### config.mk
export PLATFORM = sky130hd
export DESIGN_NAME = inst_fetch_unit
export DESIGN_NICKNAME = d
export VERILOG_FILES = /design/src/rtl/cpu_fetch_pkg.sv /design/src/rtl/fetch_pc_reg.sv /design/src/rtl/inst_fetch_unit.sv
export SDC_FILE = /design/constraint.sdc
export NUM_CORES = 1
export LEC_CHECK = 0
export CAP_MARGIN = 20
export CORE_MARGIN = 3
export CORE_UTILIZATION = 52
export DETAILED_ROUTE_END_ITERATION = 16
export GPL_ROUTABILITY_DRIVEN = 0
export GPL_TIMING_DRIVEN = 0
export HOLD_SLACK_MARGIN = 0.06
export PLACE_DENSITY = 0.86
export SLEW_MARGIN = 30
export SYNTH_ARGS = -nofsm -noshare
export SYNTH_HDL_FRONTEND = slang
export SYNTH_SLANG_ARGS = --single-unit
### constraint.sdc
create_clock -name clk -period 5.1 [get_ports clk]
set_input_delay 1.02 -clock clk [delete_from_list [all_inputs] [get_ports clk]]
set_output_delay 1.02 -clock clk [all_outputs]
set_load 0.05 [all_outputs]
### src/rtl/cpu_fetch_pkg.sv
// Shared types and constants for the instruction fetch stage.
// Provides the fetch FSM encoding, NOP word, PC step/alignment and a PC align helper.
package cpu_fetch_pkg;

    typedef enum logic [1:0] {
        ST_IDLE  = 2'd0,
        ST_REQ   = 2'd1,
        ST_VALID = 2'd2
    } fetch_state_t;

    localparam logic [31:0] NOP_INST      = 32'h0000_0000;
    localparam logic [31:0] PC_STEP       = 32'd4;
    localparam logic [31:0] PC_ALIGN_MASK = 32'hFFFF_FFFC;

    function automatic logic [31:0] align_pc(input logic [31:0] a);
        return a & PC_ALIGN_MASK;
    endfunction

endpackage

### src/rtl/fetch_pc_reg.sv
// Program counter register: reset load, +4 advance from a base, aligned redirect.
// Ports: clk, rst_n (sync, active-low), redirect/redirect_pc, advance/advance_base,
// pc (registered value), pc_next (value pc takes at the next edge).
import cpu_fetch_pkg::*;

module fetch_pc_reg #(
    parameter logic [31:0] RESET_PC = 32'h0000_0000
) (
    input  logic        clk,
    input  logic        rst_n,
    input  logic        redirect,
    input  logic [31:0] redirect_pc,
    input  logic        advance,
    input  logic [31:0] advance_base,
    output logic [31:0] pc,
    output logic [31:0] pc_next
);

    // Redirect outranks a sequential advance; the add wraps modulo 2^32.
    always_comb begin
        pc_next = pc;
        if (redirect) begin
            pc_next = align_pc(redirect_pc);
        end else if (advance) begin
            pc_next = advance_base + PC_STEP;
        end
    end

    always_ff @(posedge clk) begin
        if (!rst_n) begin
            pc <= RESET_PC;
        end else begin
            pc <= pc_next;
        end
    end

endmodule

### src/rtl/inst_fetch_unit.sv
// Instruction fetch stage: owns the PC, fetches words over imem req/ack and
// hands one registered instruction to the decoder with valid/ready.
// Ports: clk, rst_n (sync, active-low); imem_req/imem_addr/imem_ack/imem_rdata;
// inst_out/pc_out/pc_plus4/inst_valid/inst_ready to decode;
// redirect_valid/redirect_pc from branch resolution; fetch_timeout sticky flag.
import cpu_fetch_pkg::*;

module inst_fetch_unit #(
    parameter logic [31:0] RESET_PC   = 32'h0000_0000,
    parameter int          WAIT_LIMIT = 16
) (
    input  logic        clk,
    input  logic        rst_n,
    output logic        imem_req,
    output logic [31:0] imem_addr,
    input  logic        imem_ack,
    input  logic [31:0] imem_rdata,
    output logic [31:0] inst_out,
    output logic [31:0] pc_out,
    output logic [31:0] pc_plus4,
    output logic        inst_valid,
    input  logic        inst_ready,
    input  logic        redirect_valid,
    input  logic [31:0] redirect_pc,
    output logic        fetch_timeout
);

    localparam logic [16:0] LIMIT = 17'(WAIT_LIMIT);

    fetch_state_t state;
    logic [31:0]  pc;
    logic [31:0]  pc_next;
    logic         squash;
    logic [15:0]  wait_cnt;
    logic         accept;

    // Data is kept only when nothing has redirected the PC since the request.
    assign accept = (state == ST_REQ) && imem_ack
                    && !squash && !redirect_valid;

    assign pc_plus4 = pc_out + PC_STEP;

    fetch_pc_reg #(
        .RESET_PC (RESET_PC)
    ) u_pc (
        .clk          (clk),
        .rst_n        (rst_n),
        .redirect     (redirect_valid),
        .redirect_pc  (redirect_pc),
        .advance      (accept),
        .advance_base (imem_addr),
        .pc           (pc),
        .pc_next      (pc_next)
    );

    // imem_addr doubles as the captured request address.
    always_ff @(posedge clk) begin
        if (!rst_n) begin
            state         <= ST_IDLE;
            imem_req      <= 1'b0;
            imem_addr     <= RESET_PC;
            inst_out      <= NOP_INST;
            pc_out        <= RESET_PC;
            inst_valid    <= 1'b0;
            squash        <= 1'b0;
            wait_cnt      <= 16'd0;
            fetch_timeout <= 1'b0;
        end else begin
            unique case (state)
                ST_IDLE: begin
                    state     <= ST_REQ;
                    imem_req  <= 1'b1;
                    imem_addr <= pc_next;
                end
                ST_REQ: begin
                    if (imem_ack) begin
                        wait_cnt <= 16'd0;
                        squash   <= 1'b0;
                        if (accept) begin
                            inst_out   <= imem_rdata;
                            pc_out     <= imem_addr;
                            inst_valid <= 1'b1;
                            imem_req   <= 1'b0;
                            state      <= ST_VALID;
                        end else begin
                            imem_addr <= pc_next;
                        end
                    end else begin
                        if (redirect_valid) begin
                            squash <= 1'b1;
                        end
                        if (wait_cnt != 16'hFFFF) begin
                            wait_cnt <= wait_cnt + 16'd1;
                        end
                        if ({1'b0, wait_cnt} + 17'd1 >= LIMIT) begin
                            fetch_timeout <= 1'b1;
                        end
                    end
                end
                ST_VALID: begin
                    if (redirect_valid || inst_ready) begin
                        inst_valid <= 1'b0;
                        imem_req   <= 1'b1;
                        imem_addr  <= pc_next;
                        state      <= ST_REQ;
                    end
                end
                default: begin
                    state    <= ST_IDLE;
                    imem_req <= 1'b0;
                end
            endcase
        end
    end

endmodule
==> flow_metrics.py, run 1 <==
metrics = {
    "timing": {
        "drv_slew": 0,
        "min_period_over_period_pct": 90.11,
        "worst_pin_slew_ps": 1020,
        "setup_tns_ps": 0,
        "finalClockSkew_ps": 8.553,
        "rsz0062_at_grt": "no",
        "fmax_mhz": 217.6,
        "period_needed_ps": 4596,
        "slew_headroom_pct": 31.38,
        "setup_viol": 0,
        "hold_viol_final": 0,
    },
    "placed_design": {
        "port_buffers": 195,
        "dp.cells": 1264,
        "hpwlAfterDp_um": 15420,
    },
    "logic_synthesis": {
        "async_reset_ff_share_pct": 0,
        "synth_fp_nets": 965,
        "ys_warn_count": 0,
        "synth_top_family_by_area": "simple AND/OR/NAND/NOR gates",
        "synth_cell_types": 62,
        "synth_edf_count": 0,
        "synth_top_flop_cell": "dfxtp_1",
        "seq_area_frac_synth_pct": 41.97,
        "yosys.area_share.simple_pct": 25.21,
        "syn-instance-count": 893,
        "syn_area_per_cell_um2": 7.958,
        "muxShareOfSynthArea_pct": 2.025,
        "synth-compound-area-share_pct": 18.59,
        "synth_fa_ha_area_share_pct": 0.5282,
        "yosys.area_share.xor_xnor_pct": 7.025,
        "netlist_area_um2": 7107,
        "ys_ff_latch": 149,
    },
    "grt": {
        "grt_pass1_vias": 6952,
        "grt_start_max_net_pins": 17,
        "grt_pass1_wl_um": 33910,
        "track_usage_pct": 28.23,
        "grt-ovfl-total": 0,
        "antenna_found_initial": 0,
    },
    "drt": {
        "totalWireLength_um": 21510,
        "routed_via_density": 5.683,
        "drtIter0Drc": 552,
        "wl_per_cell_um": 16.61,
        "drt-pass1-iter-count": 5,
        "vias": 7360,
        "route.detailed.drc": 0,
        "drtAntennaViolNets": 0,
    },
    "pwr": {
        "combPwrFrac_pct": 15.7,
        "clockPowerShare_pct": 43.9,
        "p_switching_w": 0.0008519,
        "swShare_pct": 26.94,
        "ir_drop_mv": 0.2020,
        "intPower_w": 0.002311,
        "power.leakage_nw": 3.445,
        "p_seq_share_pct": 40.4,
        "pwr_density_cell_nw_per_um2": 318.6,
    },
    "floorplan": {
        "rows": 42,
        "chipWidth_um": 122.9,
        "die_area_um2": 15110,
        "core_um2": 13300,
        "fp.dieH_um": 122.9,
        "pin_count": 200,
        "start_util_pct": 53.45,
    },
    "final_layout": {
        "regArea_um2": 2983,
        "n_fill_cell": 1018,
        "layout_common_cells": "195 x nand2_1, 195 x clkdlybuf4s50_1, 149 x dfxtp_1",
        "n_antenna_cell": 0,
        "area_growth_pct": 39.70,
        "multi_input_area_um2": 3794,
        "drive_gt1_share_pct": 6.702,
        "layout.nets": 1179,
        "fin_cells": 1295,
    },
    "clock_tree": {
        "postCtsSetupRepairBufs": 0,
        "ctsResizeCount": 0,
        "numCtsBuffers": 17,
        "clk_latency_ps": 430,
        "clkSinkCount": 149,
        "cts.clk_slew.worst_paths_ps": 60,
        "cts_tree": "yes",
        "cts_buffer_depth": 2,
        "hold_buffers": 0,
        "root_buffer": "clkbuf_16",
        "htree_levels": 4,
    },
    "critical_path": {
        "cp_top_family": "simple AND/OR/NAND/NOR gates",
        "max_stage_delay_ps": 830,
        "crit_path_cell_trace": "ha_1 -> and3_1 -> nand4_1 -> nor4_1 -> nand2_1 -> xnor2_1 -> clkdlybuf4s50_1",
        "path_class": "reg -> out",
        "critPathArrivalTime_ps": 3580,
        "slowest_stage": "clkdlybuf4s50_1",
        "crit_fanout": 7,
        "crit_path_start": "pc_out[2]",
        "path_buf_inv": 1,
        "reg2reg_from": "wait_cnt[0]",
        "worstPathRequired_ps": 4080,
        "worstSetupEndpointType": "primary output",
        "start_kind": "register",
    },
    "hold_path": {
        "hold_path_class": "reg -> reg",
        "worstHoldStart": "inst_out[18]",
    },
    "run": {
        "cap_violations": 0,
    },
    "run_status": {
        "status": "completed",
    },
}
## cells by family after synthesis
group,Yosys count
flip-flops,149
XOR/XNOR,57
buffers and inverters,78
adder cells (fa/ha/maj),3
AO/OA/AOI/OAI,217
AND/OR/NAND/NOR,376
multiplexers,13
## worst min-delay path, cell delays in order, from the launching register on
cell and delay [ps]:
dfxtp_1 310, nand2_1 50, a21oi_1 50
## path summary, 6_finish.rpt
check        depth (start not counted)  slack (ps)           end
min reg2reg                          2         450  inst_out[18]
max                                  7         500  pc_plus4[28]
max reg2reg                          6        2380   wait_cnt[0]
min                                  2         450  inst_out[18]
## power by group through the flow
stage          Clock (W)  Combinational [W]  Sequential, W
3_3_place_gp           0           0.000484        0.00130
2_1_floorplan          0           0.000190        0.00140
4_1_cts          0.00139           0.000494        0.00128
3_5_place_dp           0           0.000489        0.00130
5_1_grt          0.00144           0.000525        0.00129
6_report         0.00139           0.000496        0.00128
## cell type report
cell class	instances	area share, %
plain buffers	62	2.722
multi-input cells	666	38.21
repair buffers	195	19.66
inverters	16	0.6049
flip-flops and latches	149	30.04
well taps	176	2.218
clock buffers	23	4.814
clock inverters	8	1.727
## cell usage after synthesis, drive strengths merged, types with 2 or more instances
master	number	share of area [%]
a211oi	21	2.5
nand2b	14	1.2
nor3	26	1.9
a311oi	2	0.25
a22o	4	0.49
and3	14	1.2
and2	4	0.35
or3	4	0.35
ha	3	0.53
clkbuf	39	2.1
o221a	2	0.32
o221ai	3	0.37
a21o	3	0.32
xor2	11	1.4
xnor2	46	5.7
or2b	3	0.32
buf	23	1.7
mux2	11	1.7
nand3	31	2.5
a21oi	114	8.0
o21a	4	0.42
dfxtp	149	42
nor2b	3	0.26
or4	4	0.42
a41oi	2	0.25
a21boi	8	0.85
o211a	3	0.42
a31oi	11	0.97
nor2	38	2.0
a221oi	3	0.37
nand4	14	1.3
nor3b	3	0.32
o21ai	29	2.0
nand2	195	10
inv	15	0.79
nor4	10	1.1
mux2i	2	0.28
and4	10	1.2
## metrics by stage
| step | hold WS [ps] | worst slack [ps] | total power [W] | cell area, µm² | utilization (%) |
|---|---|---|---|---|---|
| 6_report | 452.2 | 504.5 | 0.003163 | 9928 | 74.68 |
| 3_5_place_dp | 445.7 | 982.4 | 0.001789 | 9279 | 69.79 |
| 3_3_place_gp | 440.6 | 1108 | 0.001783 | 9279 | 69.79 |
| 2_1_floorplan | 463.9 | 1225 | 0.001594 | 7107 | - |
| 4_1_cts | 454.2 | 524.0 | 0.003156 | 9928 | 74.68 |
| 5_1_grt | 473.8 | 305.5 | 0.003253 | 9928 | 74.68 |
## state kept, by name, indices dropped and copies added, names as in the netlist
| signal | count |
|---|---|
| state | 2 |
| imem_addr | 32 |
| squash | 1 |
| u_pc.pc | 32 |
| pc_out | 32 |
| inst_out | 32 |
| fetch_timeout | 1 |
| inst_valid | 1 |
| wait_cnt | 16 |
## metal layers
metal  track usage [%]  share of wire (%)
met4             12.11                2.8
met3             9.012                9.9
met2             46.84                 47
met1             33.65                 40
met5                 0                  0
Note: power is estimated with default switching activity, not from simulation.
==> run 2: changes to the inputs <==
- CORE_UTILIZATION: 52 -> 53
- SYNTH_HIERARCHICAL: not set -> 1
==> run 2 against run 1 <==
  * Die area rose by 3.3%
  * Clock skew rose by 1.2 ps
  * Synthesized cell count grew 5.0%
  * Wire length grew 8.2%
  * Synthesized area is 5.5% higher
  * Sequential cell count did not move
  * Sequential power hardly changed
==> flow_metrics.py, run 2 <==
metrics = {
    "run_status": {
        "status": "completed",
    },
    "placed_design": {
        "placed_area_um2": 9687,
        "hpwlAfterDp_um": 17350,
        "port_buffers": 197,
        "place_ws_ps": 1006,
    },
    "timing": {
        "worst_pin_slew_ps": 775.7,
        "slew_headroom_pct": 47.81,
        "setup_viol": 0,
        "layout_setup_ws_ps": 933.3,
        "rsz0062_at_grt": "no",
        "setup_tns_ps": 0,
        "fmax_mhz": 240.0,
        "min_period_over_period_pct": 81.70,
        "drv_slew": 0,
        "hold_viol_final": 0,
        "period_needed_ps": 4167,
        "finalClockSkew_ps": 9.762,
    },
    "critical_path": {
        "max_stage_delay_ps": 810,
        "path_buf_inv": 2,
        "crit_fanout": 7,
        "critPathArrivalTime_ps": 3150,
        "worstSetupEndpointType": "primary output",
        "crit_path_cell_trace": "and4_1 -> clkbuf_2 -> nand4_1 -> or3_1 -> nor2_1 -> xor2_1 -> clkdlybuf4s50_1",
        "path_class": "reg -> out",
        "slowest_stage": "clkdlybuf4s50_1",
        "worstPathRequired_ps": 4080,
        "cp_top_family": "simple AND/OR/NAND/NOR gates",
        "start_kind": "register",
    },
    "final_layout": {
        "final_core_util_pct": 75.93,
        "n_fill_cell": 1011,
        "drive_gt1_share_pct": 6.084,
        "final_common_cell": "nand2_1",
        "layout_common_cells": "250 x nand2_1, 197 x clkdlybuf4s50_1, 149 x dfxtp_1",
        "layout.nets": 1226,
        "n_antenna_cell": 0,
        "area_growth_pct": 37.36,
        "final_cell_area_um2": 10290,
    },
    "clock_tree": {
        "hold_buffers": 0,
        "ctsResizeCount": 0,
        "numCtsBuffers": 17,
        "cts.clk_slew.worst_paths_ps": 60,
        "root_buffer": "clkbuf_16",
        "cts_buffer_depth": 2,
        "clk_latency_ps": 430,
        "clkSinkCount": 149,
        "postCtsSetupRepairBufs": 0,
        "htree_levels": 4,
        "cts_tree": "yes",
    },
    "floorplan": {
        "start_util_pct": 55.28,
        "core_um2": 13560,
        "rows": 42,
        "die_area_um2": 15600,
        "fp.dieH_um": 124.9,
        "pin_count": 200,
        "chipWidth_um": 124.9,
    },
    "drt": {
        "drtIter0Drc": 662,
        "route.detailed.drc": 0,
        "totalWireLength_um": 23290,
        "vias": 7780,
        "drt-pass1-iter-count": 5,
        "drtAntennaViolNets": 0,
        "wl_per_cell_um": 17.34,
        "routed_via_density": 5.793,
    },
    "grt": {
        "grt-ovfl-total": 0,
        "grt_start_max_net_pins": 17,
        "antenna_found_initial": 0,
        "grt_pass1_wl_um": 37180,
        "track_usage_pct": 28.98,
        "grt_pass1_vias": 7238,
    },
    "logic_synthesis": {
        "synth_top_area_share_pct": 39.80,
        "synth_cell_types": 65,
        "yosysTopAreaCell": "dfxtp_1",
        "syn_area_per_cell_um2": 7.990,
        "async_reset_ff_share_pct": 0,
        "synth_most_common_cell": "nand2_1",
        "ys_warn_count": 6,
        "netlist_top_cells_area": "dfxtp_1 40%, nand2_1 13%, a21boi_0 9.6%",
        "syn-instance-count": 938,
        "ys_top_cells_by_count": "250 x nand2_1, 149 x dfxtp_1, 96 x a21boi_0",
        "seq_area_frac_synth_pct": 39.80,
        "synth_fp_nets": 1010,
        "synth_edf_count": 0,
        "synth_top_flop_cell": "dfxtp_1",
        "ys_ff_latch": 149,
        "netlist_area_um2": 7495,
    },
    "run": {
        "cap_violations": 0,
    },
    "pwr": {
        "intPower_w": 0.002176,
        "p_switching_w": 0.0008257,
        "power.leakage_nw": 3.698,
        "combPwrFrac_pct": 14.7,
        "clockPowerShare_pct": 43.1,
        "swShare_pct": 27.51,
        "ir_drop_mv": 0.2621,
        "p_seq_share_pct": 42.3,
        "pwr_density_cell_nw_per_um2": 291.5,
    },
    "hold_path": {
        "hold_path_class": "reg -> reg",
    },
}
-- run 2: cell count changes in the layout (fill, tap and decap cells not counted), sizes merged, moves of 12 or more --
cell	delta
a21oi	-100
a21boi	+92
nand2	+55
a211oi	-19
and2	+18
a22oi	+17
xnor2	-16
nand2b	-12
-- run 2: cell families after synthesis --
| kind of cell | synth area share (%) |
|---|---|
| and+or+nand+nor | 27.31 |
| AOI/OAI and AO/OA | 20.72 |
| DFF | 39.80 |
| buffers and inverters | 4.557 |
| xor gates and xnor gates | 5.726 |
| muxes | 1.386 |
| adders and majority gates | 0.5009 |
-- run 2: worst register-to-register path, cell delays in order, from the launching register on --
cell,delay (ps)
dfxtp_1,440
and2b_1,250
nand2_1,90
or3_1,360
inv_1,130
buf_2,240
clkbuf_1,340
clkbuf_1,500
nand2_1,190
nor2_1,170
mux2i_1,120
and2_1,170
nand2_1,60
a21boi_0,80
-- run 2: final cells by class --
| type | instances | area (µm²) | area share [%] |
|---|---|---|---|
| multi-input combinational | 714 | 4170 | 40.51 |
| tap | 176 | 220.2 | 2.139 |
| inverter | 12 | 45.04 | 0.4375 |
| clock buffer | 19 | 452.9 | 4.400 |
| sequential | 149 | 2983 | 28.97 |
| timing repair buffer | 197 | 1972 | 19.15 |
| clock inverter | 13 | 155.1 | 1.507 |
| buffer | 63 | 296.5 | 2.880 |
-- run 2: power by group through the flow --
stage / registers [W] / logic (W) / clock network, W
final: 0.00127 / 0.000441 / 0.00129
after global routing: 0.00127 / 0.000468 / 0.00135
after CTS: 0.00127 / 0.000438 / 0.00130
after detailed placement: 0.00129 / 0.000435 / 0
after global placement: 0.00129 / 0.000428 / 0
after floorplan: 0.00138 / 0.000166 / 0
-- run 2: worst paths after layout --
path	start	endpoint	slack, ps	cells after the start
setup / recovery	pc_out[4]	pc_plus4[31]	930	7
setup reg to reg	state[0]	imem_addr[31]	1850	13
hold reg to reg	inst_out[6]	inst_out[6]	450	2
hold / removal	inst_out[6]	inst_out[6]	450	2
-- run 2: stage by stage --
| stage | cells | hold slack, ps | total power [W] |
|---|---|---|---|
| 4_1_cts | 1343 | 455.2 | 0.003008 |
| 6_report | 1343 | 452.0 | 0.003001 |
| 3_3_place_gp | 1311 | 440.3 | 0.001719 |
| 5_1_grt | 1343 | 476.9 | 0.003095 |
| 3_5_place_dp | 1311 | 446.8 | 0.001727 |
| 2_1_floorplan | 938 | 461.6 | 0.001542 |
-- run 2: layer usage --
layer  part of all wire, %  wire, µm  track usage, %
met5                     0         0               0
met4                   3.3       763           12.44
met3                   9.4      2186           5.875
met2                    46     10800           46.82
met1                    41      9532           37.82
==> run 3: changes to the inputs <==
- CORE_UTILIZATION: 53 -> 49
- PLACE_DENSITY: 0.86 -> 0.81
- clock period: 5.1 -> 3.9 ns (I/O delays scaled with it)
==> run 3 against run 2 <==
  * Clock power up 26%
  * Sequential power is 31% higher
  * Wire length grew 1.4%
  * Clock skew grew 6.2 ps
  * Count of clock-buffer cells in the layout grew 2
  * Via count shrank 0.78%
  * Critical endpoint is now pc_plus4[26]
  * Highest routed layer unchanged
==> flow_metrics.py, run 3 (synthesized netlist as in run 2, its figures left out) <==
metrics = {
    "run_status": {
        "status": "completed",
    },
    "drt": {
        "drtAntennaViolNets": 0,
        "totalWireLength_um": 23620,
        "vias": 7719,
        "met3_length_um": 1948,
        "route.met2.wl_um": 10840,
        "drtIter0Drc": 685,
        "dr.max_layer_used": "met4",
        "route.detailed.drc": 0,
        "routed_via_density": 5.718,
        "drt-met1-wl_um": 10270,
        "wl_per_cell_um": 17.49,
        "drt-pass1-iter-count": 5,
    },
    "critical_path": {
        "crit_path_start": "pc_out[4]",
        "reg2reg_slack_ps": 510,
        "critPathArrivalTime_ps": 2950,
        "r2r-end": "imem_addr[31]",
        "crit_fanout": 7,
        "reg2reg_depth": 13,
        "worstPathRequired_ps": 3120,
        "endpoint": "pc_plus4[26]",
        "path_class": "reg -> out",
        "start_kind": "register",
        "worstSetupEndpointType": "primary output",
        "reg2reg_from": "state[0]",
    },
    "floorplan": {
        "start_util_pct": 50.80,
        "core_um2": 14750,
        "fp.dieH_um": 129.7,
        "chipWidth_um": 129.7,
        "rows": 44,
        "pin_count": 200,
        "die_area_um2": 16820,
    },
    "pwr": {
        "pwr_density_cell_nw_per_um2": 375.6,
        "ir_drop_mv": 0.3129,
        "power.leakage_nw": 3.797,
    },
    "final_layout": {
        "final_common_cell": "nand2_1",
        "n_fill_cell": 1211,
        "layout_common_cells": "250 x nand2_1, 189 x clkdlybuf4s50_1, 149 x dfxtp_1",
        "area_growth_pct": 37.20,
        "drive_gt1_share_pct": 5.660,
        "final_core_util_pct": 69.69,
        "n_antenna_cell": 0,
        "layout.nets": 1226,
        "fin_cells": 1350,
    },
    "clock_tree": {
        "cts_buffer_depth": 2,
        "root_buffer": "clkbuf_16",
        "numCtsBuffers": 17,
        "clkSinkCount": 149,
        "cts_tree": "yes",
        "cts.clk_slew.worst_paths_ps": 60,
        "clk_latency_ps": 430,
        "htree_levels": 4,
        "postCtsSetupRepairBufs": 0,
        "ctsResizeCount": 2,
        "hold_buffers": 0,
    },
    "run": {
        "cap_violations": 0,
    },
    "timing": {
        "rsz0062_at_grt": "no",
        "slew_headroom_pct": 36.91,
        "fmax_mhz": 268.4,
        "setup_viol": 0,
        "hold_viol_final": 0,
        "finalClockSkew_ps": 15.93,
        "drv_slew": 0,
        "setup_tns_ps": 0,
        "min_period_over_period_pct": 95.55,
        "worst_pin_slew_ps": 937.7,
        "period_needed_ps": 3726,
    },
    "hold_path": {
        "worstHoldStart": "inst_out[6]",
        "hold_path_class": "reg -> reg",
    },
    "grt": {
        "grt-ovfl-total": 0,
        "grt_pass1_wl_um": 37070,
        "grt_pass1_vias": 7204,
        "grt_start_max_net_pins": 17,
        "track_usage_pct": 27.94,
        "antenna_found_initial": 0,
    },
    "placed_design": {
        "dp.cells": 1319,
        "port_buffers": 197,
        "hpwlAfterDp_um": 17190,
    },
}
==> run 3: per-stage QoR <==
stage          hold slack [ps]  setup WS [ps]  instance area [µm²]  power, W
5_1_grt                  478.5          42.67                10280  0.003985
3_3_place_gp             439.4          157.6                 9697  0.002254
4_1_cts                  454.2          103.1                10270  0.003867
6_report                 454.8          173.6                10280  0.003862
3_5_place_dp             446.1          65.36                 9697  0.002260
2_1_floorplan            461.6          549.0                 7495  0.002016
==> run 3: critical path, cell delays in order (launching register included) <==
cell             delay (ps)
dfxtp_1                 460
and4_1                  220
clkbuf_2                200
nand4_1                 280
nor2_1                  260
nand3_1                 120
xnor2_1                 150
clkdlybuf4s50_1         820
==> run 3: how the worst min path moves through the flow <==
stage	cells after the start	endpoint	slack (ps)
after floorplan	2	squash	460
after global placement	2	inst_out[14]	440
after detailed placement	2	inst_out[6]	450
after CTS	2	inst_out[6]	450
after global routing	2	inst_out[6]	480
final	2	inst_out[6]	450
==> run 3: area by class of cell <==
type	count	area (µm²)	share of cell area (%)
plain buffers	63	296.5	2.884
repair buffers	197	1984	19.30
multi-input cells	714	4170	40.56
clock inverters	10	132.6	1.290
flip-flops and latches	149	2983	29.01
well taps	184	230.2	2.239
clock buffers	21	440.4	4.283
inverters	12	45.04	0.4381
==> run 3: routing by layer <==
layer  global-route usage (%)  up-vias
met5                        0        -
met4                    9.658        0
met3                    6.595       51
met2                    44.25      352
met1                    37.54     3628
li1                         -     3688
==> run 3: power breakdown <==
part / internal (W) / switching [W]
logic: 0.000226 / 0.000354
registers: 0.00158 / 0.0000748
clock network: 0.000997 / 0.000628
